File: src/rtl/seq_gen.sv
// seq_gen: serial framer emitting marker 1010, bit-stuffed payload, optional tail stuff, idle gap
module seq_gen #(
  parameter int DATA_WIDTH = 8,
  parameter int GAP_BITS   = 2
) (
  input  logic                  clock,
  input  logic                  reset,
  input  logic [DATA_WIDTH-1:0] data_in,
  input  logic                  data_valid,
  output logic                  data_ready,
  output logic                  dout,
  output logic                  busy,
  output logic                  frame_done
);
  localparam int BW = $clog2(DATA_WIDTH + 1);
  typedef enum logic [2:0] {IDLE, MARK, DATA, STUFF, TAIL, GAP} state_t;
  state_t                state_q, state_d;
  logic [DATA_WIDTH-1:0] sr_q, sr_d;
  logic [BW-1:0]         bit_q, bit_d;
  logic [3:0]            cnt_q, cnt_d;
  logic [1:0]            hist_q, hist_d;
  logic                  dout_q, dout_d, busy_q, busy_d, frame_done_q, frame_done_d;
  logic                  bit_out, last, hit;
  logic [2:0]            hist_new;
  assign data_ready = state_q == IDLE;
  assign dout       = dout_q;
  assign busy       = busy_q;
  assign frame_done = frame_done_q;
  // hist_q keeps the two older bits; with the bit being emitted it forms the 3-bit history
  always_comb begin
    state_d = state_q;
    sr_d    = sr_q;
    bit_d   = bit_q;
    cnt_d   = cnt_q;
    bit_out = 1'b0;
    last    = bit_q == BW'(DATA_WIDTH - 1);
    case (state_q)
      IDLE: begin
        if (data_valid) begin
          sr_d    = data_in;
          bit_d   = '0;
          cnt_d   = '0;
          state_d = MARK;
        end
      end
      MARK: begin
        bit_out = ~cnt_q[0];
        cnt_d   = cnt_q + 4'd1;
        state_d = cnt_q == 4'd3 ? DATA : MARK;
      end
      DATA: begin
        bit_out = sr_q[DATA_WIDTH-1];
        sr_d    = sr_q << 1;
        bit_d   = bit_q + 1'b1;
        cnt_d   = '0;
      end
      STUFF: begin
        bit_out = 1'b1;
        state_d = DATA;
      end
      TAIL: begin
        bit_out = 1'b1;
        cnt_d   = '0;
        state_d = GAP;
      end
      GAP: begin
        cnt_d   = cnt_q + 4'd1;
        state_d = cnt_q == 4'(GAP_BITS - 1) ? IDLE : GAP;
      end
      default: state_d = IDLE;
    endcase
    hist_new = {hist_q, bit_out};
    hit      = hist_new == 3'b101;
    if (state_q == DATA)
      state_d = hit ? (last ? TAIL : STUFF) : (last ? GAP : DATA);
    hist_d       = (state_q == IDLE || state_q == GAP) ? 2'b00 : hist_new[1:0];
    dout_d       = bit_out;
    busy_d       = state_q != IDLE;
    frame_done_d = (state_q == DATA && last && !hit) || state_q == TAIL;
  end
  always_ff @(posedge clock) begin
    if (reset) begin
      state_q      <= IDLE;
      sr_q         <= '0;
      bit_q        <= '0;
      cnt_q        <= '0;
      hist_q       <= '0;
      dout_q       <= 1'b0;
      busy_q       <= 1'b0;
      frame_done_q <= 1'b0;
    end else begin
      state_q      <= state_d;
      sr_q         <= sr_d;
      bit_q        <= bit_d;
      cnt_q        <= cnt_d;
      hist_q       <= hist_d;
      dout_q       <= dout_d;
      busy_q       <= busy_d;
      frame_done_q <= frame_done_d;
    end
  end
endmodule

File: config.mk
export PLATFORM = sky130hd
export DESIGN_NAME = seq_gen
export DESIGN_NICKNAME = d
export VERILOG_FILES = /design/src/rtl/seq_gen.sv
export SDC_FILE = /design/constraint.sdc
export NUM_CORES = 1
export LEC_CHECK = 0
export CAP_MARGIN = 20
export CORE_ASPECT_RATIO = 0.7
export CORE_MARGIN = 5
export CORE_UTILIZATION = 40
export CTS_CLUSTER_SIZE = 25
export DETAILED_ROUTE_END_ITERATION = 8
export PLACE_DENSITY = 0.58
export SYNTH_ARGS = -nofsm -noshare
export SYNTH_HDL_FRONTEND = slang
export SYNTH_SLANG_ARGS = --single-unit
File: constraint.sdc
create_clock -name clock -period 3.3 [get_ports clock]
set_clock_uncertainty 0.05 [all_clocks]
set_input_delay 0.495 -clock clock [delete_from_list [all_inputs] [get_ports clock]]
set_output_delay 0.495 -clock clock [all_outputs]
set_load 0.005 [all_outputs]
==> reports/results.txt, run 1 <==
Number of antenna diodes = 0
Via density = 5.56
Number of max-cap violations = 0
Area growth syn-to-layout = 16.0%
# DRC = 0
Post-cts hold buffer count = 0
NumNets Final = 175
CTS tree = yes
Grt total ovfl = 0
Fraction of registers with async set/reset = 0%
Die width = 75.9 µm
Post-synthesis sequential area ratio = 39.5%
Cell Rows = 16
Fin crit period = 2.38 ns
Top cells by count, synth = 24 x dfxtp_1, 17 x o21ai_0, 12 x nor2_1, 11 x a21oi_1, 8 x nand2_1
Critical path class = reg2out
Max-Slew Margin vs Limit = 56.7%
Post-DP HPWL = 1740 µm
Die H = 56.2 µm
Fin area = 1410 µm²
Total CTS buffers = 3
Leakage = 0.480 nW
Fin. max-slew vios = 0
Total negative slack = 0 ns
Combinational power share = 12.6%
Startpoint class of the critical path = flop
Most common cell in the synthesized netlist = dfxtp_1
Hold WC Path Type = reg2reg
Total Routed Length = 2630 µm
Clock Power Share = 30.6%
Vias in the first global route = 925
Drt pass-1 iters = 4
Port Buf Inserts = 14
Clk pin slew, worst setup/hold paths = 0.08 ns
Placed Area = 1370 µm²
Final Cycle Share = 72.2%
Final setup fails = 0
WL/cell = 13.5 µm
Worst Path Buf+Inv = 1
CP endpoint kind = primary output
Initial Utilization = 42.5%
Vias = 1084
Clk buf depth = 2
Root Driver = clkbuf_8
DRT iter0 DRCs = 52
Synth Instances = 150
Outcome = complete, no violations
Die area = 4260 µm²
Post-cts repair resize count = 0
Fmax = 420 MHz
Mapped Nets = 164
Core area = 2860 µm²
GP Congestion = 0.699
Top Ports = 15
Reg power frac = 56.8%
EDFF count, synth = 0
Main synth FF type = dfxtp_1
Critical Path Max Stage Delay = 0.52 ns
VDD IR max = 181 µV
Detail Route Antenna Nets = 0
Net Sw Frac = 24.1%
Crit-path slowest cell = clkdlybuf4s50_1
Delay-heaviest family, CP = simple AND/OR/NAND/NOR gates
Yosys top cell area share = 39.5%
CP cell instances = or2_2 -> nor2_1 -> clkdlybuf4s50_1
Pin count of the biggest net entering global routing = 24
CP Max Fanout = 13
RSZ-0062 raised after global routing = no
Pwr dens = 389 nW/µm²
Sw power = 0.132 mW
Worst slew pin tran = 0.649 ns
Required time worst endpoint = 2.75 ns
Cell Int Power = 0.417 mW
Avg Cell Area, Syn = 8.12 µm²
Synth warn = 0
Top cells by area, synth = dfxtp_1 39%, o21ai_0 7.0%, a21oi_1 4.5%
Share of layout cells above drive strength 1 = 8.18%
Worst-Skew Late Latency = 0.26 ns
Synth cell types = 37
Post-synthesis instance area = 1220 µm²
CTS H-tree depth = 1
Synth area leader = dfxtp_1
Final hold violation count = 0
First-pass GRT wire length = 4350 µm
Clk sink count = 24
CP arrival = 1.84 ns
Post-CTS Setup Inserts = 0
Flops & latches, synth = 24
Initial antenna violation count = 0
All-Layer GR Usage = 12.3%
-- cell type report --
type	instances	area (µm²)
fillers	281	1450
flip-flops and latches	24	480
repair buffers	17	163
inverters	5	18.8
clock buffers	3	41.3
multi-input cells	110	664
well taps	36	45.0
-- path summary, 6_finish.rpt --
path                            from                   end  slack, ns  cells past startpoint
max          state_q[2]$_SDFFE_PP0P_            data_ready       0.92                      3
min             sr_q[0]$_SDFFE_PP0P_  sr_q[0]$_SDFFE_PP0P_       0.41                      2
max reg2reg  state_q[2]$_SDFFE_PP0P_  sr_q[7]$_SDFFE_PP0P_       1.39                      3
min reg2reg     sr_q[0]$_SDFFE_PP0P_  sr_q[0]$_SDFFE_PP0P_       0.41                      2
-- layer usage --
layer	vias up	track usage [%]	part of all wire (%)
met1	490	17.1	53
met3	5	4.37	5.1
met2	25	17.2	41
met4	0	4.57	1.0
li1	564	-	-
met5	-	0	0
-- tightest hold or removal path: cells and delay by family (launching register included) --
family | cells | cell delay, ns
flops | 1 | 0.31
simple gates | 1 | 0.05
compound gates | 1 | 0.05
-- flip-flops by register name (all words and copies together), names as in the netlist --
register,count
bit_q,4
busy,1
cnt_q,4
dout,1
frame_done,1
hist_q,2
sr_q,8
state_q,3
-- metrics by stage --
step,util [%],cells,setup slack [ns],hold slack [ns],power (mW)
after detailed placement,47.9,192,1.06,0.397,0.388
after global placement,47.9,192,1.08,0.396,0.387
after global routing,49.3,195,0.807,0.458,0.581
after floorplan,-,150,1.63,0.386,0.362
final,49.3,195,0.916,0.407,0.549
after CTS,49.3,195,0.893,0.408,0.559
-- placed cells by master (no fill, tap or decap) --
cell and count:
a32oi_1 1, buf_4 3, o211ai_1 1, or3_1 6
nand2_1 8, nor2b_1 2, nand3b_1 7, or3b_2 1
nor3_1 4, mux2_2 2, o21ai_0 17, or4_1 1
a311o_1 1, inv_1 4, o22ai_1 2, dfxtp_1 24
or2_0 1, a21oi_1 11, nor2_2 1, clkdlybuf4s50_1 14
a22oi_1 1, a211oi_1 7, clkbuf_8 3, nor3b_1 2
a221oi_1 1, a221oi_2 1, o21a_1 1, or2_2 2
ha_1 3, a21o_1 1, nor4_1 3, clkinv_1 1
nand2b_1 3, nor2_1 12, nand3_1 7
-- kinds of logic after synthesis --
group / share of synthesized area [%]
and+or+nand+nor: 26.8
AOI/OAI and AO/OA: 22.8
DFF: 39.5
buffers and inverters: 5.96
adders and majority gates: 3.08
muxes: 1.85
-- power by group through the flow --
stage                     Clock (mW)  Combinational (mW)  Sequential, mW
after floorplan                    0              0.0472           0.314
after global placement             0              0.0687           0.318
after detailed placement           0              0.0693           0.319
after CTS                      0.177              0.0698           0.312
after global routing           0.190              0.0773           0.314
final                          0.168              0.0695           0.312
(Power assumes the default switching activity.)
==> inputs of run 2 (changes only) <==
- PLACE_DENSITY: 0.58 -> 0.6
- clock period: 3.3 -> 2.15 ns (I/O delays scaled with it)
==> run 2 against run 1 <==
Critical endpoint unchanged. Sequential power up 52%. First-iteration DRC count rose by 23%. Total power is 63% higher. Clock power rose by 80%. Clock-buffer cell count increased by 1. Cell count up 4.1%. Combinational power grew 76%. Non-clock buffer count is 7 higher. Critical path type unchanged. Critical path depth is the same. Worst hold slack gained 0.0040 ns.
==> reports/results.txt, run 2 (same netlist as run 1, synthesis figures left out) <==
Outcome = complete, no violations
Post-cts hold buffer count = 0
Worst-Skew Late Latency = 0.26 ns
Root Driver = clkbuf_8
Crit path capture = data_ready
Via density = 5.46
Number of antenna diodes = 0
Flop2flop setup slack = 0.51 ns
Final setup fails = 0
Fillcell total = 281
Fin crit period = 1.93 ns
Share of layout cells above drive strength 1 = 12.6%
Required time worst endpoint = 1.78 ns
Crit. path cell count = 3
Post-cts repair resize count = 0
GP Congestion = 0.867
Most frequent cells in the layout = 24 x dfxtp_1, 17 x o21ai_0, 14 x clkdlybuf4s50_1
Pin count of the biggest net entering global routing = 23
First-pass GRT wire length = 4790 µm
Port Buf Inserts = 14
Total CTS buffers = 3
Total Routed Length = 2780 µm
Pwr dens = 607 nW/µm²
Clk sink count = 24
Reg2reg start = state_q[1]$_SDFFE_PP0P_
DRT iter0 DRCs = 64
Most common cell after layout, fill and taps aside = dfxtp_1
FF-to-FF path depth = 5
Final Cycle Share = 89.8%
Leakage = 0.521 nW
RSZ-0062 raised after global routing = no
Number of max-cap violations = 0
NumNets Final = 182
Hold WC Path Type = reg2reg
# DRC = 0
VDD IR max = 462 µV
Top Ports = 15
Fmax = 518 MHz
Sequential Area = 480 µm²
Total Power = 0.898 mW
Die width = 75.9 µm
Post-DP HPWL = 2000 µm
Multi-input combinational cell area = 664 µm²
Area growth syn-to-layout = 21.5%
Max-Slew Margin vs Limit = 70.4%
Largest reg by FF count = sr_q
Crit-path slowest cell = clkdlybuf4s50_1
Critical path startpoint = state_q[2]$_SDFFE_PP0P_
Critical Path Max Stage Delay = 0.52 ns
Core area = 2860 µm²
Pre-CTS setup slack = 0.254 ns
Drt pass-1 iters = 4
Die area = 4260 µm²
Vias = 1108
Post-CTS Setup Inserts = 0
Delay-heaviest family, CP = buffers and inverters
Die H = 56.2 µm
Critical path class = reg2out
WL/cell = 13.7 µm
Clk buf depth = 2
Largest regs = sr_q x8, bit_q x4, cnt_q x4
Clk pin slew, worst setup/hold paths = 0.08 ns
Detail Route Antenna Nets = 0
CP endpoint kind = primary output
Worst slew pin tran = 0.444 ns
CTS tree = yes
Grt total ovfl = 0
Hold Path Origin = sr_q[0]$_SDFFE_PP0P_
CP arrival = 1.56 ns
Worst Path Buf+Inv = 1
Cell Rows = 16
Final hold violation count = 0
Initial Utilization = 42.5%
Initial antenna violation count = 0
Fin. max-slew vios = 0
Vias in the first global route = 1034
PnR worst setup slack = 0.219 ns
FF-to-FF End = frame_done$_SDFF_PP0_
CP cell instances = or2_2 -> nor2_1 -> clkdlybuf4s50_1
All-Layer GR Usage = 13.5%
Total negative slack = 0 ns
Max FFs per register = 8
CP Max Fanout = 2
Startpoint class of the critical path = flop
CTS H-tree depth = 1
-- run 2: cell count changes in the layout (fill, tap and decap cells not counted) --
cell      before  now
buf_4          3   10
clkbuf_8       3    4
-- run 2: worst min path at each step --
stage,depth (start not counted),slack [ns],end
after global placement,2,0.40,sr_q[0]$_SDFFE_PP0P_
after floorplan,1,0.35,sr_q[7]$_SDFFE_PP0P_
after global routing,1,0.45,hist_q[1]$_SDFF_PP0_
after detailed placement,2,0.40,sr_q[0]$_SDFFE_PP0P_
after CTS,2,0.41,sr_q[0]$_SDFFE_PP0P_
final,2,0.41,sr_q[0]$_SDFFE_PP0P_
-- run 2: worst register-to-register path: stages, from the launching register on --
cell,delay (ns)
dfxtp_1,0.38
buf_4,0.19
nand2b_1,0.15
a221oi_2,0.43
o211ai_1,0.16
a211oi_1,0.20
-- run 2: per-layer routing --
layer	routed length [µm]	global-route usage, %	vias up
met5	0	0	-
met4	0	2.03	0
met2	1210	20.2	21
met3	115	4.21	0
met1	1450	19.3	515
li1	-	-	572
-- run 2: cell type report --
| cell class | count | area share (%) |
|---|---|---|
| multi-input cells | 110 | 44.9 |
| flip-flops and latches | 24 | 32.5 |
| repair buffers | 24 | 14.6 |
| clock buffers | 4 | 3.72 |
| well taps | 36 | 3.05 |
| inverters | 5 | 1.27 |
-- run 2: through the flow --
stage                     util [%]  hold slack [ns]  cells  instance area [µm²]
final                         51.7            0.411    203                 1480
after global placement        49.7            0.396    199                 1420
after detailed placement      49.7            0.401    199                 1420
after CTS                     51.7            0.413    203                 1480
after floorplan                  -            0.351    150                 1220
after global routing          51.7            0.447    203                 1480
-- run 2: power breakdown --
group          internal, mW  switching [mW]
clock network         0.163           0.139
registers             0.463          0.0111
logic                0.0593          0.0624
